## config.mk

```make
export PLATFORM = sky130hd
export DESIGN_NAME = fpga_config_loader
export DESIGN_NICKNAME = d
export VERILOG_FILES = /design/src/rtl/fpga_config_loader.sv
export SDC_FILE = /design/constraint.sdc
export NUM_CORES = 1
export LEC_CHECK = 0
export ABC_AREA = 1
export BUFFER_PORTS_ARGS = -buffer_cell sky130_fd_sc_hd__buf_2
export CORE_UTILIZATION = 40
export DETAILED_ROUTE_END_ITERATION = 8
export PLACE_DENSITY = 0.63
export SYNTH_ARGS = -nofsm -noshare
export SYNTH_HDL_FRONTEND = slang
export SYNTH_SLANG_ARGS = --single-unit
```

## constraint.sdc

```tcl
create_clock -name clk_i -period 3.9 [get_ports clk_i]
set_input_delay 0 -clock clk_i [delete_from_list [all_inputs] [get_ports clk_i]]
set_output_delay 0 -clock clk_i [all_outputs]
set_load 0.05 [all_outputs]
```

## src/rtl/fpga_config_loader.sv

```systemverilog
// rtl/fpga_config_loader.sv - serial bitstream loader for a logic-cell array
// Checks a sync byte, then writes one 18-bit frame (mux_sync, mux_carry, LUT) per cell.
module fpga_config_loader #(
  parameter int         N_CELLS   = 8,
  parameter int         IDX_W     = $clog2(N_CELLS),
  parameter logic [7:0] SYNC_WORD = 8'hA5
) (
  input  logic               clk_i,
  input  logic               reset_ni,
  input  logic               start_i,
  input  logic               bs_valid_i,
  input  logic               bs_data_i,
  output logic               bs_ready_o,
  output logic [15:0]        config_lut_o,
  output logic [N_CELLS-1:0] config_lut_we_o,
  output logic [N_CELLS-1:0] mux_sync_o,
  output logic [N_CELLS-1:0] mux_carry_o,
  output logic               cfg_active_o,
  output logic               done_o,
  output logic               error_o
);

  typedef enum logic [2:0] {
    S_IDLE,
    S_SYNC,
    S_LOAD,
    S_WRITE,
    S_DONE,
    S_ERR
  } state_t;

  state_t             r_state;
  logic [17:0]        r_shift;
  logic [4:0]         r_bit_cnt;
  logic [IDX_W-1:0]   r_idx;
  logic               r_ready;
  logic [15:0]        r_lut;
  logic [N_CELLS-1:0] r_we;
  logic [N_CELLS-1:0] r_mux_sync;
  logic [N_CELLS-1:0] r_mux_carry;
  logic               r_active;
  logic               r_done;
  logic               r_error;

  logic               w_accept;
  logic [17:0]        w_shift_next;
  logic               w_last_cell;
  logic [N_CELLS-1:0] w_onehot;

  assign w_accept     = bs_valid_i & r_ready;
  assign w_shift_next = {r_shift[16:0], bs_data_i};
  assign w_last_cell  = (r_idx == IDX_W'(N_CELLS - 1));
  assign w_onehot     = N_CELLS'(1) << r_idx;

  assign bs_ready_o      = r_ready;
  assign config_lut_o    = r_lut;
  assign config_lut_we_o = r_we;
  assign mux_sync_o      = r_mux_sync;
  assign mux_carry_o     = r_mux_carry;
  assign cfg_active_o    = r_active;
  assign done_o          = r_done;
  assign error_o         = r_error;

  always_ff @(posedge clk_i or negedge reset_ni) begin
    if (!reset_ni) begin
      r_state     <= S_IDLE;
      r_shift     <= '0;
      r_bit_cnt   <= '0;
      r_idx       <= '0;
      r_ready     <= 1'b0;
      r_lut       <= '0;
      r_we        <= '0;
      r_mux_sync  <= '0;
      r_mux_carry <= '0;
      r_active    <= 1'b0;
      r_done      <= 1'b0;
      r_error     <= 1'b0;
    end else begin
      // The write enable is a single-cycle pulse; only the LOAD exit raises it.
      r_we <= '0;
      case (r_state)
        S_IDLE, S_DONE, S_ERR: begin
          if (start_i) begin
            r_state   <= S_SYNC;
            r_ready   <= 1'b1;
            r_active  <= 1'b1;
            r_done    <= 1'b0;
            r_error   <= 1'b0;
            r_bit_cnt <= '0;
            r_idx     <= '0;
          end
        end
        S_SYNC: begin
          if (w_accept) begin
            r_shift <= w_shift_next;
            if (r_bit_cnt == 5'd7) begin
              r_bit_cnt <= '0;
              if (w_shift_next[7:0] == SYNC_WORD) begin
                r_state <= S_LOAD;
              end else begin
                r_state  <= S_ERR;
                r_ready  <= 1'b0;
                r_active <= 1'b0;
                r_error  <= 1'b1;
              end
            end else begin
              r_bit_cnt <= r_bit_cnt + 5'd1;
            end
          end
        end
        S_LOAD: begin
          if (w_accept) begin
            r_shift <= w_shift_next;
            if (r_bit_cnt == 5'd17) begin
              r_bit_cnt          <= '0;
              r_lut              <= w_shift_next[15:0];
              r_we               <= w_onehot;
              r_mux_sync[r_idx]  <= w_shift_next[17];
              r_mux_carry[r_idx] <= w_shift_next[16];
              r_ready            <= 1'b0;
              r_state            <= S_WRITE;
            end else begin
              r_bit_cnt <= r_bit_cnt + 5'd1;
            end
          end
        end
        S_WRITE: begin
          if (w_last_cell) begin
            r_state  <= S_DONE;
            r_active <= 1'b0;
            r_done   <= 1'b1;
          end else begin
            r_idx   <= r_idx + IDX_W'(1);
            r_ready <= 1'b1;
            r_state <= S_LOAD;
          end
        end
        default: begin
          r_state  <= S_IDLE;
          r_ready  <= 1'b0;
          r_active <= 1'b0;
        end
      endcase
    end
  end

endmodule

```

======== After elaboration in Yosys (flattened, before gate mapping) ========
Cells that the tools add are included.
word-level totals
  word-level logic and storage cells ...... 93
  bits of input ports ..................... 5
  bits in registers ....................... 72
cells by class
  equal/unequal tests ..................... 17
  shift-type cells ........................ 1
  order comparisons ....................... 2
  reduce and logical (&&, ||, !) cells .... 16
  mux-type cells .......................... 41
  add/subtract/negate cells ............... 2
  bitwise gates (word level) .............. 2
operators with widths
  cell                                                                          count
  3-bit two-way mux                                                             9
  5-bit two-way mux                                                             5
  8-bit two-way mux                                                             3
  8-bit bitwise mux                                                             2
  2-bit != test, second input constant                                          8
  5-bit case mux with 3 select lines                                            1
  1-bit two-way mux                                                             14
  3-bit case mux with 4 select lines                                            1
  5-bit AND reduction                                                           2
  3-bit == test, second input constant                                          3
  3-bit AND reduction                                                           3
  8-bit == test, second input constant                                          1
  1-bit case mux with 4 select lines                                            2
  1-bit by 3-bit << shifter with 8-bit output, first input constant             1
  7-bit AND reduction                                                           1
  3-bit by 2-bit == test with 1-bit output, second input constant               2
  3-bit case mux with 2 select lines                                            1
  6-bit AND reduction                                                           1
  5-bit by 1-bit adder with 5-bit output, second input constant                 1
  5-bit by 3-bit == test with 1-bit output, second input constant               1
  5-bit == test, second input constant                                          1
  3-bit by 4-bit less-than comparator with 1-bit output, second input constant  1
  1-bit case mux with 2 select lines                                            2
  4-bit AND reduction                                                           1
  13 further kinds                                                              14

======== Depth between registers and ports, before layout ========
Gate-level depths: netlist of the first run.
  depth in word-level cells ............... 5
  gate-level depth with buffers ........... 11
  depth with buffers taken out ............ 11

======== Worst setup path after synthesis of the first run ========
No wires, ideal clock.
  path kind ............................... flip-flop to flip-flop
  start ................................... register r_ready (netlist: bs_ready_o)
  end ..................................... register r_mux_carry[1] (netlist: mux_carry_o[1])
  path buffers ............................ 0
  setup time .............................. 0.118 ns
  cell stages (with the launch flop) ...... 8
  arrival time ............................ 1.403 ns
  period minus slack after synthesis ...... 1.521 ns
  slack ................................... 2.379 ns
  data required time ...................... 3.782 ns
  cells stage by stage .................... dfrtp_1 nand2_1 nor2_2 nand2_4 inv_2 nand3_1 nand2_1 nand2_1
on the way
  longest elaborated chain between the ends .. 2
RTL lines
  what                             RTL line  RTL
  from (decl)                      36        logic r_ready;
  from (signal assigned)           70        r_ready <= 1'b0;
  from (signal assigned)           85        r_ready <= 1'b1;
  from (signal assigned)           102       r_ready <= 1'b0;
  1-bit bitwise AND                50        assign w_accept = bs_valid_i & r_ready;
  3-bit AND reduction (no line)    --
  to (signal, indexed assignment)  119       r_mux_carry[r_idx] <= w_shift_next[16];
  to (decl)                        40        logic [N_CELLS-1:0] r_mux_carry;
No other way between the ends.
A chain may end at the register's enable or synchronous reset.

======== Worst setup path after layout of the first run ========
  start ................................... register r_bit_cnt[1]
  end ..................................... register r_mux_sync[3] (netlist: mux_sync_o[3])
on the way
  longest elaborated chain between the ends .. 2
RTL lines
  what                             RTL line  RTL
  from (decl)                      34        logic [4:0] r_bit_cnt;
  from (signal assigned)           107       r_bit_cnt <= r_bit_cnt + 5'd1;
  from (signal assigned)           123       r_bit_cnt <= r_bit_cnt + 5'd1;
  5-bit == test                    114       if (r_bit_cnt == 5'd17) begin
  3-bit AND reduction (no line)    --
  to (signal, indexed assignment)  118       r_mux_sync[r_idx] <= w_shift_next[17];
  to (decl)                        39        logic [N_CELLS-1:0] r_mux_sync;
No other way between the ends.

==> metrics.md, run 1 <==
| Metric | Value |
|---|---|
| Detailed-route via count | 2,410 |
| Area growth from synthesis to layout | 18.0% |
| Initial antenna violation count | 0 |
| Vias per cell | approximately 4.5 |
| Die X | 91.7 microns |
| Final #Nets | 437 |
| Post-DP HPWL | 4.24 mm |
| Setup TNS | 0 ns |
| Antenna-violating nets left | 0 |
| Status | finished clean |
| IO Pins | 49 |
| Synth top area share | 55.9% |
| Post_cts resized | 0 |
| Gpl congestion | 0.812 |
| Mapped Nets | between 300 and 400 |
| Simple-Gate Fraction of Synth Area | 26.2% |
| F_max | approximately 0.55 GHz |
| CTS max path bufs | 2 |
| DRC | 0 |
| Crit-path max FO | 46 |
| CTS tree | done |
| Vias in the first global route | 2,275 |
| Die Y | 91.7 microns |
| Number of synthesized register bits | 72 |
| Drt first pass iters | 4 |
| Worst path required time | just over 4 ns |
| Fin. Hold Viols | 0 |
| Ys Warns | 0 |
| Critical path launch point type | register |
| Mapped Area | 3220 sq um |
| Syn avg cell area | 8.68 sq um |
| Worst Setup Path Type | reg -> reg |
| Slew headroom | between 40% and 50% |
| Seq/Total Area, Yosys | 55.9% |
| MaxCap Viol Count | 0 |
| Final period util | 47.0% |
| Adder-cell area share of the yosys netlist | 3.11% |
| Filler cell count | 785 |
| Total track usage | 16.0% |
| CP most frequent cell | nand2_1 |
| Clock transition at the registers of the reported paths | 0.08 ns |
| Mapped Cells | 371 |
| Yosys cell types | 25 |
| Leak pwr | 2.01 nW |
| PwrDens | 547 nW/um^2 |
| Clock insertion delay at the later pin of the skew report | 0.34 ns |
| Number of H-tree levels | 3 |
| Final-report max-slew violation count | 0 |
| Initial Utilization | about two fifths |
| Leading area contributor after synthesis | dfrtp_1 |
| Clock Sinks | about 70 |
| Setup bufs post-CTS | 0 |
| Final core occ | 48.9% |
| WP data arrival | about 2.1 ns |
| Crit path capture type | register |
| WL final | ~6 mm |
| Initial DRC Count | 131 |
| Mux cell area share after synthesis | 0% |
| GRT overflow | 0 |
| CTS root buf | clkbuf_8 |
| Max VDD drop | ~0.00032 V |
| Synth area leaders | dfrtp_1 (56%), nand2_1 (15%), o21ai_0 (4.7%), inv_1 (4.2%), ha_1 (3.1%) |
| Cells along the critical path | inv_1, ha_1, nand2_1, clkinv_1, nand2_1, nor2_2, nand2_4, inv_2, nand3_1, nand2_1, nand2_1 |
| Worst slew pin tran | 0.820 ns |
| Core area | 7770 sq um |
| CP max-delay cell | dfrtp_1 |
| Die area | 8410 sq um |
| Final Skew | 0.00960 ns |
| Largest family of logic cells by synthesized area | simple AND/OR/NAND/NOR gates |
| Core Rows | 32 |
| Final setup vio count | 0 |
| Complex-gate fraction of the synthesized area | 7.11% |
| RSZ-0062 raised after global routing | false |
| Max stage delay on crit path | 0.40 ns |
| Synth Area in XOR/XNOR | 0.544% |
| CTS buffer count | 9 |
| Share of cells above drive strength 1 | between 10% and 20% |
| Minimum clock period | 1.83 ns |
| Buffers on Ports | 48 |
| First-pass GRT wire length | 10.5 mm |
| Pin count of the biggest net entering global routing | 47 |
| Ant. Diodes | 0 |
| WL/cell | ~11 microns |
| Hold_buf cts | 3 |
| Hold WC Path Type | in -> async |
==> worst paths after layout <==
path | slack, ns | endpoint | startpoint | depth (start not counted)
hold reg to reg | 0.47 | done_o$_DFFE_PN0P_ | done_o$_DFFE_PN0P_ | 2
min in group clk_i | 0.33 | error_o$_DFFE_PN0P_ | bs_valid_i | 6
max in group asynchronous | 2.65 | config_lut_o[7]$_DFFE_PN0P_ | reset_ni | 3
setup / recovery | 2.07 | mux_sync_o[3]$_DFFE_PN0P_ | r_bit_cnt[1]$_DFFE_PN0P_ | 11
hold / removal | 0.29 | r_shift[16]$_DFFE_PN0P_ | reset_ni | 2
setup reg to reg | 2.07 | mux_sync_o[3]$_DFFE_PN0P_ | r_bit_cnt[1]$_DFFE_PN0P_ | 11
==> cells in the final DEF (no fill, tap or decap), types with 2 or more instances in the layout <==
cell type	n
nand2_1	129
nor2_4	3
xnor2_1	2
ha_1	8
o21ai_1	11
nor2_1	22
dlygate4sd3_1	3
o21ai_0	30
inv_2	4
nand3_1	18
clkinv_1	2
buf_2	48
bufinv_16	3
nand2_2	4
dfrtp_1	72
clkbuf_8	10
inv_1	36
nor2_2	2
nor3_2	4
nor3_1	8
==> worst max-delay path, delay by kind of cell, from the launching register on <==
kind                       cells  cell delay [ns]
buffers and inverters          3             0.36
and+or+nand+nor                7             0.81
adders and majority gates      1             0.14
DFF                            1             0.40
==> stage by stage <==
| stage | cell area, sq um | hold WS, ns | cells | worst slack [ns] | total power, mW |
|---|---|---|---|---|---|
| finish | 3800 | 0.288 | 531 | 2.07 | 2.08 |
| global route | 3800 | 0.346 | 531 | 1.87 | 2.20 |
| global placement | 3520 | 0.135 | 512 | 2.11 | 1.37 |
| detailed placement | 3520 | 0.147 | 512 | 2.08 | 1.38 |
| CTS | 3800 | 0.307 | 531 | 2.05 | 2.11 |
| floorplan | 3220 | -0.296 | 371 | 2.38 | 1.28 |
==> synth_stat cells <==
| cell | number |
|---|---|
| dfrtp_1 | 72 |
| nor2_2 | 2 |
| nor3_2 | 4 |
| clkinv_1 | 2 |
| or2_0 | 1 |
| inv_1 | 36 |
| o21ai_1 | 11 |
| clkbuf_1 | 3 |
| nor3_1 | 8 |
| inv_2 | 4 |
| nor2_4 | 3 |
| xnor2_1 | 2 |
| o21ai_0 | 30 |
| ha_1 | 8 |
| nand2_2 | 4 |
| nand2_1 | 129 |
| nand3_2 | 1 |
| o21bai_4 | 1 |
| a21oi_1 | 1 |
| buf_2 | 3 |
| nand2_4 | 1 |
| nand3b_1 | 1 |
| nor2_1 | 22 |
| nand3_1 | 18 |
| buf_6 | 4 |
==> logic make-up (layout without fill, tap and decap cells) <==
group | count (synthesis) | after routing
XOR/XNOR | 2 | 2
adder cells (fa/ha/maj) | 8 | 8
flip-flops | 72 | 72
buffers and inverters | 52 | 110
AND/OR/NAND/NOR | 194 | 194
AO/OA/AOI/OAI | 43 | 43
==> state kept, by name (all words and copies together), names as in the netlist <==
name / cells
bs_ready_o: 1
r_idx: 3
r_shift: 17
cfg_active_o: 1
r_state: 3
mux_sync_o: 8
mux_carry_o: 8
error_o: 1
done_o: 1
r_bit_cnt: 5
config_lut_o: 16
config_lut_we_o: 8
==> cell type report <==
cell class	count	area, sq um	area share, %
clock inverters	5	104	2.73
flip-flops and latches	72	1800	47.4
repair buffers	52	278	7.31
clock buffers	11	141	3.72
inverters	42	158	4.15
well taps	102	128	3.36
multi-input cells	247	1190	31.3
==> power by group <==
group          internal (mW)  switching [mW]  total, mW
Clock                  0.443           0.274      0.717
Combinational          0.128           0.322      0.451
Sequential             0.832          0.0796      0.912
==> layer usage <==
| layer | track usage (%) | wire (microns) | up-vias |
|---|---|---|---|
| li1 | - | - | 1257 |
| met1 | 20.9 | 2970 | 1106 |
| met2 | 24.9 | 2810 | 39 |
| met3 | 5.64 | 225 | 8 |
| met4 | 5.21 | 82 | 0 |
| met5 | 0 | 0 | - |
Power figures use the tool's default switching activity.
==> run 2: changes to the inputs <==
Settings changed: ABC_AREA 1 to 0, PLACE_DENSITY 0.63 to 0.65.
Clock period 3.9 ns to 1.5 ns, I/O delays scaled along.
==> run 2 against run 1 <==
Against the previous run: the flow now finishes with violations (setup timing); clock power rose to 2.7 times the previous value; total power increased to 3.2 times the previous value; synthesized cell count shrank 23%; maximum frequency decreased by 4.4%; area after synthesis rose by 0.27%; via count is 5.4% higher; global-route usage grew 3.2 points; sequential power rose to 2.6 times the previous value; largest power group unchanged.
==> metrics.md, run 2 <==
| Metric | Value |
|---|---|
| MaxCap Viol Count | 0 (unchanged) |
| Syn avg cell area | 11.3 sq um (was 8.68 sq um) |
| Post-layout worst setup margin | -0.420 ns (was 2.07 ns) |
| Reg2Reg Depth | 4 (was 11) |
| Final setup vio count | 68 (was 0) |
| Post-Place Cells | 470 (was 512) |
| Initial antenna violation count | 0 (unchanged) |
| Hold WC Path Type | in -> reg (was in -> async) |
| CTS root buf | clkbuf_8 (unchanged) |
| Die area | 8440 sq um (was 8410 sq um) |
| Vias in the first global route | 2,467 (was 2,275) |
| Cell Int Power | 4.48 mW (was 1.40 mW) |
| Drt first pass iters | 4 (unchanged) |
| Multi-input gate area | 1630 sq um (was 1190 sq um) |
| Mapped Area | 3230 sq um (was 3220 sq um) |
| Clock insertion delay at the later pin of the skew report | 0.36 ns (was 0.34 ns) |
| DRC | 0 (unchanged) |
| Combinational share of power | 35.1% (was 21.7%) |
| Status | finished, violations left (was finished clean) |
| WP data arrival | 2.16 ns (was 2.06 ns) |
| Total track usage | 19.3% (was 16.0%) |
| Max stage delay on crit path | 0.46 ns (was 0.40 ns) |
| Ys async rst share | 100% (unchanged) |
| Cells along the critical path | or3b_4, or3_4, nor4_4, mux2_2 (was inv_1, ha_1, nand2_1, clkinv_1, nand2_1, nor2_2, nand2_4, inv_2, nand3_1, nand2_1, nand2_1) |
| IO Pins | 49 (unchanged) |
| Most common cell after layout, fill and taps aside | dfrtp_1 (was nand2_1) |
| Post-synth EDFFs | 0 (unchanged) |
| Crit path capture type | register (unchanged) |
| Vias per cell | 5.05 (was 4.54) |
| Seq/Total Area, Yosys | 55.8% (was 55.9%) |
| Clock transition at the registers of the reported paths | 0.08 ns (about the same) |
| Complex-gate fraction of the synthesized area | 6.66% (was 7.11%) |
| WL/cell | 15.4 microns (was 11.5 microns) |
| Adder-cell area share of the yosys netlist | 3.10% (was 3.11%) |
| CP Depth | 4 (was 11) |
| Top-count cell post-synth | dfrtp_1 (was nand2_1) |
| Number of H-tree levels | 3 (unchanged) |
| Final period util | 128% (was 47.0%) |
| Filler cell count | 651 (was 785) |
| Area growth from synthesis to layout | 45.1% (was 18.0%) |
| CTS buffer count | 9 (unchanged) |
| Yosys cell types | 47 (was 25) |
| Ys Warns | 0 (unchanged) |
| Sw Ratio | 31.8% (was 32.5%) |
| Top_reg_cell synth | dfrtp_1 (unchanged) |
| First-pass GRT wire length | 12.4 mm (was 10.5 mm) |
| Crit. Startpoint | r_state[0]$_DFFE_PN0P_ (was r_bit_cnt[1]$_DFFE_PN0P_) |
| Minimum clock period | 1.92 ns (was 1.83 ns) |
| Leading area contributor after synthesis | dfrtp_1 (unchanged) |
| CTS tree | done (unchanged) |
| Cell family with most CP delay | simple AND/OR/NAND/NOR gates (unchanged) |
| Leak pwr | 2.38 nW (was 2.01 nW) |
| Post-DP HPWL | 4.89 mm (was 4.24 mm) |
| Clock Sinks | 72 (unchanged) |
| Final #Nets | 409 (was 437) |
| Clock Power Share | 29.2% (was 34.5%) |
| Synth Area in XOR/XNOR | 0.542% (was 0.544%) |
| Mapped Cells | 285 (was 371) |
| Synth top area share | 55.8% (was 55.9%) |
| WHS | 0.0793 ns (was 0.288 ns) |
| Worst Setup Path Type | reg -> reg (unchanged) |
| Crit path capture | mux_carry_o[6]$_DFFE_PN0P_ (was mux_sync_o[3]$_DFFE_PN0P_) |
| Mapped Nets | 298 (was 384) |
| Final Skew | 0.0116 ns (was 0.00960 ns) |
| Crit-path max FO | 5 (was 46) |
| RSZ-0062 raised after global routing | true (was false) |
| Largest family of logic cells by synthesized area | simple AND/OR/NAND/NOR gates (unchanged) |
| Top cells by count, synth | dfrtp_1 (72), nand2_1 (59), mux2_2 (34) (was nand2_1 (129), dfrtp_1 (72), inv_1 (36)) |
| Die Y | 91.9 microns (was 91.7 microns) |
| Max FFs per register | 17 (unchanged) |
| Synth area leaders | dfrtp_1 (56%), mux2_2 (12%), nand2_1 (6.9%), ha_1 (3.1%), a21oi_1 (1.5%) (was dfrtp_1 (56%), nand2_1 (15%), o21ai_0 (4.7%), inv_1 (4.2%), ha_1 (3.1%)) |
| Simple-Gate Fraction of Synth Area | 19.3% (was 26.2%) |
| Reg power frac | 35.7% (was 43.9%) |
| Initial DRC Count | 122 (was 131) |
| Mux cell area share after synthesis | 12.2% (was 0%) |
| Top reg by flops | r_shift (unchanged) |
| Share of cells above drive strength 1 | 50.4% (was 19.6%) |
| Buffers on Ports | 48 (unchanged) |
| Die X | 91.9 microns (was 91.7 microns) |
| GRT overflow | 0 (unchanged) |
| CP max-delay cell | or3_4 (was dfrtp_1) |
| Pin count of the biggest net entering global routing | 73 (was 47) |
| CTS max path bufs | 2 (unchanged) |
| Gpl congestion | 0.838 (was 0.812) |
| DP Worst Slack | -0.471 ns (was 2.08 ns) |
| Final cell count without fillers | 503 (was 531) |
| Number of synthesized register bits | 72 (unchanged) |
| P_sw | 2.09 mW (was 0.676 mW) |
| Reg2Reg Setup Slack | -0.42 ns (was 2.07 ns) |
| Critical path buffers and inverters | 0 (was 3) |
| Slew headroom | 69.6% (was 45.3%) |
| Core area | 7770 sq um (unchanged) |
| Antenna-violating nets left | 0 (unchanged) |
| Max VDD drop | 0.000621 V (was 0.000322 V) |
| WL final | 7.75 mm (was 6.09 mm) |
| Initial Utilization | 41.6% (was 41.5%) |
| Final-report max-slew violation count | 0 (unchanged) |
| Detailed-route via count | 2,539 (was 2,410) |
| Fin. Hold Viols | 0 (unchanged) |
| PwrDens | 1400 nW/um^2 (was 547 nW/um^2) |
| Reg2reg start | r_state[0]$_DFFE_PN0P_ (was r_bit_cnt[1]$_DFFE_PN0P_) |
| Failing checks | setup timing |
| Most frequent cells in the layout | dfrtp_1 (70), nand2_1 (56), buf_2 (48) (was nand2_1 (129), dfrtp_1 (72), buf_2 (48)) |
| R2r endpoint | mux_carry_o[6]$_DFFE_PN0P_ (was mux_sync_o[3]$_DFFE_PN0P_) |
| F_max | 0.521 GHz (was 0.545 GHz) |
| Ant. Diodes | 0 (unchanged) |
| Core Rows | 32 (unchanged) |
| Worst path required time | 1.74 ns (was 4.13 ns) |
| Critical path launch point type | register (unchanged) |
| Sequential cell area | 1800 sq um (about the same) |
| Power, Total | 6.57 mW (was 2.08 mW) |
| Worst slew pin tran | 0.449 ns (was 0.820 ns) |
## run 2: cell count changes after synthesis, sizes merged, moves of 5 or more
cell,change
o21ai,-36
clkbuf,+6
mux2,+34
nand2,-75
nor2,-17
nand3,-12
and3,+5
nor3,-6
a21oi,+9
and2,+5
inv,-33
## run 2: per-stage QoR
step / TNS (ns) / area (sq um) / util, %
finish: -17.70 / 4690 / 60.3
CTS: -18.07 / 4510 / 58.1
global route: -22.09 / 4690 / 60.3
floorplan: -12.86 / 3320 / -
global placement: -12.18 / 3990 / 51.4
detailed placement: -13.99 / 3990 / 51.4
## run 2: logic make-up after synthesis
family,after synthesis
AOI/OAI and AO/OA,32
DFF,72
xor gates and xnor gates,2
muxes,35
and+or+nand+nor,117
buffers and inverters,19
adders and majority gates,8
## run 2: power by group through the flow
stage               logic [mW]  clock network, mW  registers [mW]
finish                    2.30               1.92            2.34
global route              2.46               2.04            2.37
CTS                       2.17               1.95            2.34
detailed placement        1.90                  0            2.37
global placement          1.87                  0            2.36
floorplan                0.947                  0            2.55
## run 2: worst min-delay path, delay by kind of cell
family	cells	cell delay, ns
AO/OA/AOI/OAI	3	0.26
buffers and inverters	1	0.15
## run 2: layout make-up
type	count	area share, %
Clock inverter	5	2.22
Clock buffer	11	3.02
Multi-Input combinational cell	194	34.8
Sequential cell	72	38.5
Tap cell	102	2.72
Timing Repair Buffer	112	18.1
Inverter	7	0.561
## run 2: layer usage
layer  global-route usage, %  share of wire [%]  vias to the layer above
met5                       0                  0                        -
met4                    8.72                2.0                        0
met3                    4.39                4.4                       12
met2                    30.0                 49                       61
met1                    25.6                 44                     1249
li1                        -                  -                     1217
## run 2: repair_timing
| action | 4_1_cts | 5_1_grt |
|---|---|---|
| gates cloned | 0 | 2 |
| hold buffers | 2 | 0 |
| pin swaps | 14 | 13 |
| setup buffers | 8 | 6 |
| endpoints found under the hold margin | 74 | 0 |
| resized for setup | 43 | 18 |
| setup endpoints to repair | 69 | 71 |
## run 2: worst min-delay path by stage
stage,startpoint,endpoint,slack [ns],cells past startpoint
after floorplan,reset_ni,bs_ready_o$_DFFE_PN0P_,-0.30,0
after global placement,reset_ni,r_bit_cnt[0]$_DFFE_PN0P_,0.05,2
after detailed placement,reset_ni,r_bit_cnt[0]$_DFFE_PN0P_,0.06,2
after CTS,start_i,cfg_active_o$_DFFE_PN0P_,0.06,4
after global routing,start_i,cfg_active_o$_DFFE_PN0P_,0.12,4
final,start_i,cfg_active_o$_DFFE_PN0P_,0.08,4
==> run 3: changes to the inputs <==
==> constraint.sdc (replaced) <==
create_clock -name clk_i -period 1.5 [get_ports clk_i]
set_input_delay 0.15 -clock clk_i [delete_from_list [all_inputs] [get_ports clk_i]]
set_output_delay 0.15 -clock clk_i [all_outputs]
set_load 0.05 [all_outputs]
==> run 3 against run 2 <==
Against the previous run: the run still ends with setup timing left; combinational power is 6% higher; clock power is 19% lower; sequential power barely moved; routed wire length up 1.5%; design area decreased by 0.91%; sequential cell count is the same; global-route usage is 0.44 points higher; critical path type unchanged; critical endpoint is now mux_sync_o[6]$_DFFE_PN0P_.
==> metrics.md, run 3 (synthesis gave the netlist of run 2 again) <==
| Metric | Value |
|---|---|
| Crit-path max FO | 5 (unchanged) |
| Number of H-tree levels | 3 (unchanged) |
| Final period util | 126% (was 128%) |
| WL final | 7.87 mm (was 7.75 mm) |
| Hold WC Path Type | in -> reg (unchanged) |
| Reg2reg start | r_state[0]$_DFFE_PN0P_ (unchanged) |
| GRT overflow | 0 (unchanged) |
| RSZ-0062 raised after global routing | true (unchanged) |
| DRC | 0 (unchanged) |
| PwrDens | 1360 nW/um^2 (was 1400 nW/um^2) |
| Vias in the first global route | 2,577 (was 2,467) |
| Power, Total | 6.33 mW (was 6.57 mW) |
| Worst slew pin tran | 0.405 ns (was 0.449 ns) |
| Pin count of the biggest net entering global routing | 73 (unchanged) |
| CTS buffer count | 9 (unchanged) |
| Crit path capture type | register (unchanged) |
| Critical path launch point type | register (unchanged) |
| Fin. Hold Viols | 0 (unchanged) |
| Status | finished, violations left (unchanged) |
| Clock Sinks | 72 (unchanged) |
| Core Rows | 32 (unchanged) |
| WL/cell | 15.7 microns (was 15.4 microns) |
| Gpl congestion | 0.861 (was 0.838) |
| Detailed-route via count | 2,556 (was 2,539) |
| Clock Power Share | 24.5% (was 29.2%) |
| CTS root buf | clkbuf_8 (unchanged) |
| Share of cells above drive strength 1 | 50.6% (was 50.4%) |
| Most common cell after layout, fill and taps aside | dfrtp_1 (unchanged) |
| Crit. Startpoint | r_state[0]$_DFFE_PN0P_ (unchanged) |
| First-pass GRT wire length | 12.8 mm (was 12.4 mm) |
| CTS tree | done (unchanged) |
| P_sw | 2.13 mW (was 2.09 mW) |
| MaxCap Viol Count | 0 (unchanged) |
| Reg2Reg Depth | 4 (unchanged) |
| Failing checks | setup timing (unchanged) |
| R2r endpoint | mux_sync_o[6]$_DFFE_PN0P_ (was mux_carry_o[6]$_DFFE_PN0P_) |
| Worst Setup Path Type | reg -> reg (unchanged) |
| Setup TNS | -14.40 ns (was -17.70 ns) |
| Reg2Reg Setup Slack | -0.39 ns (was -0.42 ns) |
| Clock transition at the registers of the reported paths | 0.08 ns (about the same) |
| Initial antenna violation count | 0 (unchanged) |
| Buffers on Ports | 48 (unchanged) |
| CTS max path bufs | 2 (unchanged) |
| Most frequent cells in the layout | dfrtp_1 (70), nand2_1 (56), buf_2 (48) (unchanged) |
| Slew headroom | 73.0% (was 69.6%) |
| Die X | 91.9 microns (unchanged) |
| Sw Ratio | 33.7% (was 31.8%) |
| Leak pwr | 2.36 nW (was 2.38 nW) |
| Final setup vio count | 67 (was 68) |
| Initial Utilization | 41.6% (unchanged) |
| Ant. Diodes | 0 (unchanged) |
| Vias per cell | 5.10 (was 5.05) |
| Die Y | 91.9 microns (unchanged) |
| Antenna-violating nets left | 0 (unchanged) |
| Worst path required time | 1.74 ns (about the same) |
| Final #Nets | 407 (was 409) |
| Max FFs per register | 17 (unchanged) |
| IO Pins | 49 (unchanged) |
| Core area | 7770 sq um (unchanged) |
| F_max | 0.528 GHz (was 0.521 GHz) |
| Total track usage | 19.7% (was 19.3%) |
| Final Skew | 0.00747 ns (was 0.0116 ns) |
| Cell Int Power | 4.20 mW (was 4.48 mW) |
| Hold Path Depth | 3 (was 4) |
| Reg power frac | 37.2% (was 35.7%) |
| Crit path capture | mux_sync_o[6]$_DFFE_PN0P_ (was mux_carry_o[6]$_DFFE_PN0P_) |
| Top reg by flops | r_shift (unchanged) |
| Min-delay src | bs_data_i (was start_i) |
| Post-layout worst setup margin | -0.393 ns (was -0.420 ns) |
| Die area | 8440 sq um (unchanged) |
| Drt first pass iters | 4 (unchanged) |
| Minimum clock period | 1.89 ns (was 1.92 ns) |
| Initial DRC Count | 91 (was 122) |
| Max VDD drop | 0.000872 V (was 0.000621 V) |
| Post-DP HPWL | 4.89 mm (about the same) |
| WP data arrival | 2.13 ns (was 2.16 ns) |
| Combinational share of power | 38.3% (was 35.1%) |
| Final-report max-slew violation count | 0 (unchanged) |
| Area growth from synthesis to layout | 43.8% (was 45.1%) |
| Clock insertion delay at the later pin of the skew report | 0.35 ns (was 0.36 ns) |
run 3: power by group through the flow:
stage	clock, mW	sequential, mW	combinational (mW)
after floorplan	0	2.55	0.947
after global placement	0	2.36	1.85
after detailed placement	0	2.37	1.88
after CTS	1.59	2.35	2.23
after global routing	1.68	2.39	2.58
final	1.55	2.35	2.43
run 3: final cells by class:
cell class / count / area (sq um)
multi-input cells: 194 / 1660
inverters: 7 / 26.3
clock buffers: 11 / 141
repair buffers: 110 / 827
flip-flops and latches: 72 / 1800
clock inverters: 5 / 56.3
fillers: 650 / 3120
well taps: 102 / 128
run 3: worst min path at each step:
| stage | endpoint |
|---|---|
| after floorplan | bs_ready_o$_DFFE_PN0P_ |
| after global placement | r_bit_cnt[3]$_DFFE_PN0P_ |
| after detailed placement | r_bit_cnt[4]$_DFFE_PN0P_ |
| after CTS | config_lut_o[0]$_DFFE_PN0P_ |
| after global routing | config_lut_o[0]$_DFFE_PN0P_ |
| final | config_lut_o[0]$_DFFE_PN0P_ |
run 3: routing by layer:
| layer | track usage, % | wire, microns | vias to the layer above |
|---|---|---|---|
| met4 | 8.59 | 156 | 0 |
| li1 | - | - | 1224 |
| met3 | 3.65 | 330 | 12 |
| met5 | 0 | 0 | - |
| met1 | 26.1 | 3560 | 1251 |
| met2 | 31.5 | 3820 | 69 |
run 3: worst max-delay path, stage by stage, from the launching register on:
cell and delay (ns):
dfrtp_1 0.38, or3b_4 0.39, or3_4 0.45, nor4_4 0.19, mux2_2 0.37
run 3: stage by stage:
step,worst slack (ns),hold slack [ns],area (sq um),utilization [%],cells
after floorplan,-0.456,-0.146,3320,-,285
after global placement,-0.396,0.203,3970,51.1,469
after detailed placement,-0.457,0.211,3970,51.1,469
after CTS,-0.405,0.0314,4520,58.2,495
after global routing,-0.452,0.0859,4640,59.8,501
final,-0.393,0.0813,4640,59.8,501
run 3: timing repair:
action | 4_1_cts | 5_1_grt
setup buffers | 8 | 9
setup endpoints to repair | 69 | 70
resized for setup | 48 | 26
pin swaps | 3 | 14
hold endpoints to repair | 72 | 0
hold buffers | 1 | 0
gates cloned | 1 | 0
